==> src/rtl/input_vc_buffer.sv <==
// rtl/input_vc_buffer.sv - per-input-port VC buffer: per-VC FIFOs, downstream credits, switch requests, packet state
// Optional VCBUF_ERR_CHK_EN adds sticky err_flags (overflow, protocol, credit overflow).
module input_vc_buffer #(
  parameter int NUM_VCS    = 3,
  parameter int BUF_DEPTH  = 4,
  parameter int FLIT_WIDTH = 32,
  parameter int DS_CREDITS = 4,
  localparam int VW = (NUM_VCS > 1) ? $clog2(NUM_VCS) : 1
) (
  input  logic                  clk,
  input  logic                  reset,
  input  logic                  flit_in_valid,
  input  logic [FLIT_WIDTH-1:0] flit_in,
  input  logic [VW-1:0]         flit_in_vc,
  input  logic                  credit_in_valid,
  input  logic [VW-1:0]         credit_in_vc,
  output logic [NUM_VCS-1:0]    requests,
  input  logic [NUM_VCS-1:0]    grants,
  output logic                  flit_out_valid,
  output logic [FLIT_WIDTH-1:0] flit_out,
  output logic [VW-1:0]         flit_out_vc,
  output logic                  credit_out_valid,
  output logic [VW-1:0]         credit_out_vc,
  output logic [NUM_VCS-1:0]    vc_busy
`ifdef VCBUF_ERR_CHK_EN
  , output logic [2:0]          err_flags
`endif
);

  localparam int PW = $clog2(BUF_DEPTH);
  localparam int CW = $clog2(BUF_DEPTH + 1);
  localparam int KW = $clog2(DS_CREDITS + 1);

  localparam logic [1:0] T_BODY      = 2'b00;
  localparam logic [1:0] T_HEAD      = 2'b01;
  localparam logic [1:0] T_TAIL      = 2'b10;
  localparam logic [1:0] T_HEAD_TAIL = 2'b11;

  typedef enum logic {IDLE, ACTIVE} vc_state_t;

  logic [FLIT_WIDTH-1:0] mem [NUM_VCS][BUF_DEPTH];
  logic [PW-1:0]         rd_ptr [NUM_VCS];
  logic [PW-1:0]         wr_ptr [NUM_VCS];
  logic [CW-1:0]         count  [NUM_VCS];
  logic [KW-1:0]         credit [NUM_VCS];
  vc_state_t             st     [NUM_VCS];

  logic                  found;
  logic                  pop;
  logic [VW-1:0]         gsel;
  logic [FLIT_WIDTH-1:0] head_flit;
  logic [1:0]            ftype;
  logic [NUM_VCS-1:0]    pop_v;
  logic [NUM_VCS-1:0]    push_req;
  logic [NUM_VCS-1:0]    push_ok;
  logic [NUM_VCS-1:0]    inc_req;

  // Only the lowest set grant bit is considered; it is honoured only if that VC requests.
  always_comb begin
    requests = '0;
    vc_busy  = '0;
    found    = 1'b0;
    gsel     = '0;
    for (int v = 0; v < NUM_VCS; v++) begin
      requests[v] = (count[v] != '0) && (credit[v] != '0);
      vc_busy[v]  = (st[v] == ACTIVE);
      if (!found && grants[v]) begin
        found = 1'b1;
        gsel  = VW'(v);
      end
    end
    pop       = found && requests[gsel];
    head_flit = mem[gsel][rd_ptr[gsel]];
    ftype     = head_flit[FLIT_WIDTH-1 -: 2];
    pop_v     = '0;
    push_req  = '0;
    push_ok   = '0;
    inc_req   = '0;
    for (int v = 0; v < NUM_VCS; v++) begin
      pop_v[v]    = pop && (gsel == VW'(v));
      push_req[v] = flit_in_valid && (flit_in_vc == VW'(v));
      push_ok[v]  = push_req[v] && ((count[v] < CW'(BUF_DEPTH)) || pop_v[v]);
      inc_req[v]  = credit_in_valid && (credit_in_vc == VW'(v));
    end
  end

  always_ff @(posedge clk) begin
    for (int v = 0; v < NUM_VCS; v++) begin
      if (push_ok[v]) mem[v][wr_ptr[v]] <= flit_in;
    end
  end

  always_ff @(posedge clk) begin
    if (reset) begin
      flit_out_valid   <= 1'b0;
      flit_out         <= '0;
      flit_out_vc      <= '0;
      credit_out_valid <= 1'b0;
      credit_out_vc    <= '0;
      for (int v = 0; v < NUM_VCS; v++) begin
        rd_ptr[v] <= '0;
        wr_ptr[v] <= '0;
        count[v]  <= '0;
        credit[v] <= KW'(DS_CREDITS);
        st[v]     <= IDLE;
      end
    end else begin
      flit_out_valid   <= pop;
      credit_out_valid <= pop;
      if (pop) begin
        flit_out      <= head_flit;
        flit_out_vc   <= gsel;
        credit_out_vc <= gsel;
      end
      for (int v = 0; v < NUM_VCS; v++) begin
        if (push_ok[v])
          wr_ptr[v] <= (wr_ptr[v] == PW'(BUF_DEPTH - 1)) ? '0 : wr_ptr[v] + 1'b1;
        if (pop_v[v])
          rd_ptr[v] <= (rd_ptr[v] == PW'(BUF_DEPTH - 1)) ? '0 : rd_ptr[v] + 1'b1;
        case ({push_ok[v], pop_v[v]})
          2'b10:   count[v] <= count[v] + 1'b1;
          2'b01:   count[v] <= count[v] - 1'b1;
          default: count[v] <= count[v];
        endcase
        // A return and a pop on the same VC cancel, even at the saturation limit.
        if (inc_req[v] && !pop_v[v] && credit[v] < KW'(DS_CREDITS))
          credit[v] <= credit[v] + 1'b1;
        else if (pop_v[v] && !inc_req[v])
          credit[v] <= credit[v] - 1'b1;
        if (pop_v[v]) begin
          case (ftype)
            T_HEAD:  if (st[v] == IDLE) st[v] <= ACTIVE;
            T_TAIL:  if (st[v] == ACTIVE) st[v] <= IDLE;
            default: st[v] <= st[v];
          endcase
        end
      end
    end
  end

`ifdef VCBUF_ERR_CHK_EN
  always_ff @(posedge clk) begin
    if (reset) begin
      err_flags <= '0;
    end else begin
      if (|(push_req & ~push_ok)) err_flags[0] <= 1'b1;
      if (pop && (((ftype == T_HEAD) && (st[gsel] == ACTIVE)) ||
                  (((ftype == T_BODY) || (ftype == T_TAIL)) && (st[gsel] == IDLE))))
        err_flags[1] <= 1'b1;
      for (int v = 0; v < NUM_VCS; v++) begin
        if (inc_req[v] && !pop_v[v] && credit[v] == KW'(DS_CREDITS)) err_flags[2] <= 1'b1;
      end
    end
  end
`endif

endmodule

==> config.mk <==
export PLATFORM = sky130hd
export DESIGN_NAME = input_vc_buffer
export DESIGN_NICKNAME = d
export VERILOG_FILES = /design/src/rtl/input_vc_buffer.sv
export SDC_FILE = /design/constraint.sdc
export NUM_CORES = 1
export LEC_CHECK = 0
export CORE_UTILIZATION = 55
export DETAILED_ROUTE_END_ITERATION = 12
export PLACE_DENSITY = 0.74
export SETUP_SLACK_MARGIN = 0.05
export SLEW_MARGIN = 20
export SYNTH_ARGS = -nofsm -noshare
export SYNTH_HDL_FRONTEND = slang
export SYNTH_SLANG_ARGS = --single-unit
==> constraint.sdc <==
create_clock -name clk -period 4.1 [get_ports clk]
set_clock_uncertainty 0.2 [all_clocks]
set_input_delay 0.41 -clock clk [delete_from_list [all_inputs] [get_ports clk]]
set_output_delay 0.41 -clock clk [all_outputs]
set_load 0.005 [all_outputs]
Yosys cells after proc, flatten, opt, wreduce, memory -nomap -nowiden
Memories as Yosys holds them, arrays and structs flattened.
Index checks and enable logic that the tools add are counted.
- register bits: 35
- bits in writable memories: 417
- bits of input ports: 43
- output and inout port bits: 44
- logic and storage cells: 320
- memories: 6
- add/subtract/negate cells: 18
- order comparisons: 14
- equality and inequality tests: 20
- mux-type cells: 169
- bitwise gates (word level): 34
- reductions and logical operators: 56
- memory list (memory ; words ; bits a word ; rd ports ; clocked after Yosys merged registers in ; wr ports ; RTL line ; text):
    mem ; 3 ; 128 ; 1 ; 0 ; 1 ; 41 ; logic [FLIT_WIDTH-1:0] mem [NUM_VCS][BUF_DEPTH];
    count ; 3 ; 3 ; 3 ; 0 ; 3 ; 44 ; logic [CW-1:0] count [NUM_VCS];
    credit ; 3 ; 3 ; 3 ; 0 ; 3 ; 45 ; logic [KW-1:0] credit [NUM_VCS];
    rd_ptr ; 3 ; 2 ; 4 ; 0 ; 3 ; 42 ; logic [PW-1:0] rd_ptr [NUM_VCS];
    wr_ptr ; 3 ; 2 ; 3 ; 0 ; 3 ; 43 ; logic [PW-1:0] wr_ptr [NUM_VCS];
    st ; 3 ; 1 ; 3 ; 0 ; 3 ; 46 ; vc_state_t st [NUM_VCS];
- operator list (operator ; count):
    $mux W128 ; 7
    $reduce_or A128 Y1 ; 2
    $demux W32 S2 ; 3
    $mux W32 ; 5
    $mux W1 ; 122
    $bmux W32 S2 ; 1
    $mux W3 ; 15
    $logic_and A1 B1 Y1 ; 30
    $mux W2 ; 15
    $or A1 B1 Y1 ; 30
    $eq A2 B2 Y1 const B ; 13
    $add A3 B1 Y3 const B ; 6
    $lt A3 B3 Y1 const B ; 6
    $reduce_bool A3 Y1 ; 6
    $sub A3 B1 Y3 const B ; 6
    $eq A2 B1 Y1 const B ; 7
    $add A2 B1 Y2 const B ; 6
    $ge A3 B3 Y1 const B ; 4
    $not A2 Y3 ; 4
    $lt A3 B1 Y1 const B ; 3
    $logic_not A1 Y1 ; 8
    $reduce_or A2 Y1 ; 4
    $logic_not A2 Y1 ; 3
    $logic_or A1 B1 Y1 ; 3
    other kinds (2) ; 2

Logic depth before layout (Yosys ltp)
- depth in word-level cells: 20
- mapped depth: 16
- mapped depth without buffers: 12

Worst setup path before layout
OpenSTA, ideal clock, no wires.
- kind: input to register
- start point: in grants[1]
- end point: mem st[2] in the netlist's numbering (data pin)
- data arrival time: 2.890 ns
- path slack: 0.740 ns
- cell stages on the path: 14
- buffers on the path: 3
- cell sequence: buf_2 -> nand2b_1 -> buf_4 -> nor2_2 -> nor4_4 -> buf_2 -> mux2i_1 -> inv_1 -> ha_1 -> mux2_2 -> o21ai_0 -> a21oi_1 -> nor2_1 -> a2111oi_0
- RTL lines (what ; RTL line ; text):
    from (decl) ; 18 ; input logic [NUM_VCS-1:0] grants,
    to (decl) ; 46 ;

==> results.cfg <==
[status]
outcome = completed

[placement]
gp_congestion = 0.8421
post-place-ws_ps = 50.71
io_buffers = 86
dpl.hpwl_um = 25340

[timing]
max_freq_ghz = 0.2767
post-route-min-period_ps = 3614
setup_violations = 0
tns_ps = 0
tightestPinTransition_ps = 923.0
hold_slack_ps = 281.1
finalCritPeriodShare_pct = 88.14
finalWorstSetupSlack_ps = 486.3
slew_violations = 0
relSlewSlack_pct = 38.47
rsz0062_at_grt = no
hold_viol = 0

[global_routing]
grtUsageTotal_pct = 25.74
antenna_found_initial = 4
grt_overflow = 0
grt_pass1_vias = 11392
grt_pass1_wl_um = 65960
grt_max_degree = 75

[synthesis]
synth_ff_type = edfxtp_1
synth_area_um2 = 18600
synth_edf_count = 417
syn_area_per_cell_um2 = 15.43
ys_seq_elements = 452
synthCells = 1206
yosysWarnings = 0
seq_area_frac_synth_pct = 71.08
synth_cell_types = 59
syn_nets = 1281
async_flop_share_pct = 0

[clock_network]
cts_hold_buf = 0
clkTransAtPathRegs_ps = 60
cts_tree = built
cts_buffers = 44
cts.htree.levels = 2
cts_setup_buffers = 0
root_buffer = clkbuf_16
cts_buffer_depth = 3
cts.sinks = 452
cts.repair.resized = 0
clock_latency_ps = 550

[worst_setup_path]
cp_slowest_cell = clkdlybuf4s50_1
crit_chain = clkdlybuf4s50_1 > nor2b_4 > nand2_1 > mux2i_1 > mux2i_1 > mux2i_1 > inv_1 > ha_1 > mux2_2 > o21ai_0 > a21oi_1 > nor2_1 > a2111oi_0
arrival_ps = 3660
path_common_cell = mux2i_1
critical_path.max_fanout = 11
path_class = in2reg
max_stage_delay_ps = 620
critPathLaunchType = input pin
setup.worst_path.end_class = register
crit_required_ps = 4140
r2r_setup_slack_ps = 600

[worst_hold_path]
hold_class = reg2reg

[route]
first_pass_iters = 5
detail-route-antenna-nets = 0
num_vias = 11419
routedWlPerCell_um = 24.63
drt-vias-per-instance = 6.415
drt_wl_total_um = 43840
drcViolationCount = 0
drt_iter0_markers = 1301

[floorplan]
die_area_um2 = 34560
initial_core_util_pct = 56.60
die_y_um = 185.9
die_width_um = 185.9
io-pin-count = 87
rows = 66
core_um2 = 32870

[cells_and_area]
syn_to_final_growth_pct = 16.40
drive_gt1_share_pct = 14.82
nets = 1377
final_util_pct = 65.88
fillers = 2283

[pwr]
leakage_uw = 0.007201
power_density_nw_per_um2 = 514.4
ir_drop_uv = 378.1

[flow_run]
maxCapViolCount = 0
[cell usage after synthesis, types with 8 or more instances]
master    count  share of area [%]
a311oi_1     49                2.3
nor2_1       63                1.3
and3_1       18               0.61
ha_1         28                1.9
nand2_1      38               0.77
a22oi_1      80                3.2
dfxtp_1      35                3.8
nand4_1      13               0.44
clkbuf_1     57                1.2
buf_4         9               0.36
buf_2        16               0.43
and2_1       13               0.44
edfxtp_1    417                 67
a32oi_1      18               0.85
inv_1        33               0.67
mux4_2       18                2.2
a221oi_1     12               0.56
nand3b_1     15               0.61
xnor2_1       8               0.38
nor3b_1      27                1.1
mux2i_1      40                2.2
nor3_1       11               0.30
o21ai_1      13               0.35
o211ai_1     12               0.48
mux2_2       23                1.4
a31oi_1      18               0.61
o21ai_0      55                1.5
[through the flow]
stage          area, um2  power (uW)  cells
2_1_floorplan      18600        6404   1206
3_3_place_gp       20170        7067   1698
3_5_place_dp       20170        7121   1698
4_1_cts            21650       11170   1778
5_1_grt            21650       11520   1779
6_report           21650       11140   1780
[layer usage]
metal,vias up,routed length (um),part of all wire [%],track usage (%)
li1,4986,-,-,-
met4,4,1123,2.6,8.721
met5,-,29,0.066,0
met1,5755,17870,41,36.17
met3,87,3900,8.9,4.070
met2,587,20910,48,41.13
[cell type report]
type                       count  area [um2]  area share, %
timing repair buffer         141        1376          6.356
clock inverter                23       264.0          1.219
antenna                        2       5.005        0.02311
sequential                   452       13220          61.07
inverter                      34       127.6         0.5894
multi-input combinational    629        4892          22.59
tap                          442       553.0          2.554
clock buffer                  57        1212          5.599
[state kept, by name, summed over array words and instances (netlist names)]
name,count
st,3
credit,9
credit_out_valid,1
flit_out,32
mem,384
count,9
rd_ptr,6
wr_ptr,6
credit_out_vc,2
[report_power, final]
| part | leakage (uW) | switching, uW | internal [uW] | total [uW] |
|---|---|---|---|---|
| clock network | 0.000722 | 1680 | 2410 | 4090 |
| registers | 0.00409 | 132 | 5260 | 5390 |
| logic | 0.00239 | 954 | 696 | 1650 |
[worst paths after layout]
check,start,endpoint,cells after the start
worst max-delay path,grants[2],st[2]$_DFFE_PP_,13
worst max register to register,rd_ptr[2][0]$_SDFFCE_PP0P_,st[2]$_DFFE_PP_,13
worst min-delay path,credit_out_vc[1]$_SDFFE_PP0P_,credit_out_vc[1]$_SDFFE_PP0P_,2
worst min register to register,credit_out_vc[1]$_SDFFE_PP0P_,credit_out_vc[1]$_SDFFE_PP0P_,2
[cell usage in the layout (no fill, tap or decap), types with 18 or more instances in the layout]
master / instances
edfxtp_1: 417
clkdlybuf4s50_1: 84
a22oi_1: 80
nor2_1: 61
o21ai_0: 55
a311oi_1: 49
clkbuf_16: 46
buf_4: 46
mux2i_1: 40
nand2_1: 38
dfxtp_1: 35
inv_1: 33
ha_1: 28
nor3b_1: 27
mux2_2: 23
mux4_2: 18
and3_1: 18
a32oi_1: 18
a31oi_1: 18
[worst max-delay path: cells and delay by family]
| kind | cells | cell delay (ps) |
|---|---|---|
| muxes | 4 | 960 |
| and+or+nand+nor | 3 | 760 |
| buffers and inverters | 2 | 710 |
| AOI/OAI and AO/OA | 3 | 570 |
| adders and majority gates | 1 | 250 |
[kinds of logic (layout without fill, tap and decap cells)]
group                    count (synthesis)  in the layout  share of synthesized area [%]
adder cells (fa/ha/maj)                 32             32                          2.314
AO/OA/AOI/OAI                          276            276                          10.75
other                                    0              2                              0
XOR/XNOR                                12             12                         0.5650
flip-flops                             452            452                          71.08
buffers and inverters                  125            255                          2.899
multiplexers                            81             81                          5.724
AND/OR/NAND/NOR                        228            228                          6.672
No activity file was read; power rests on OpenSTA's default activity.
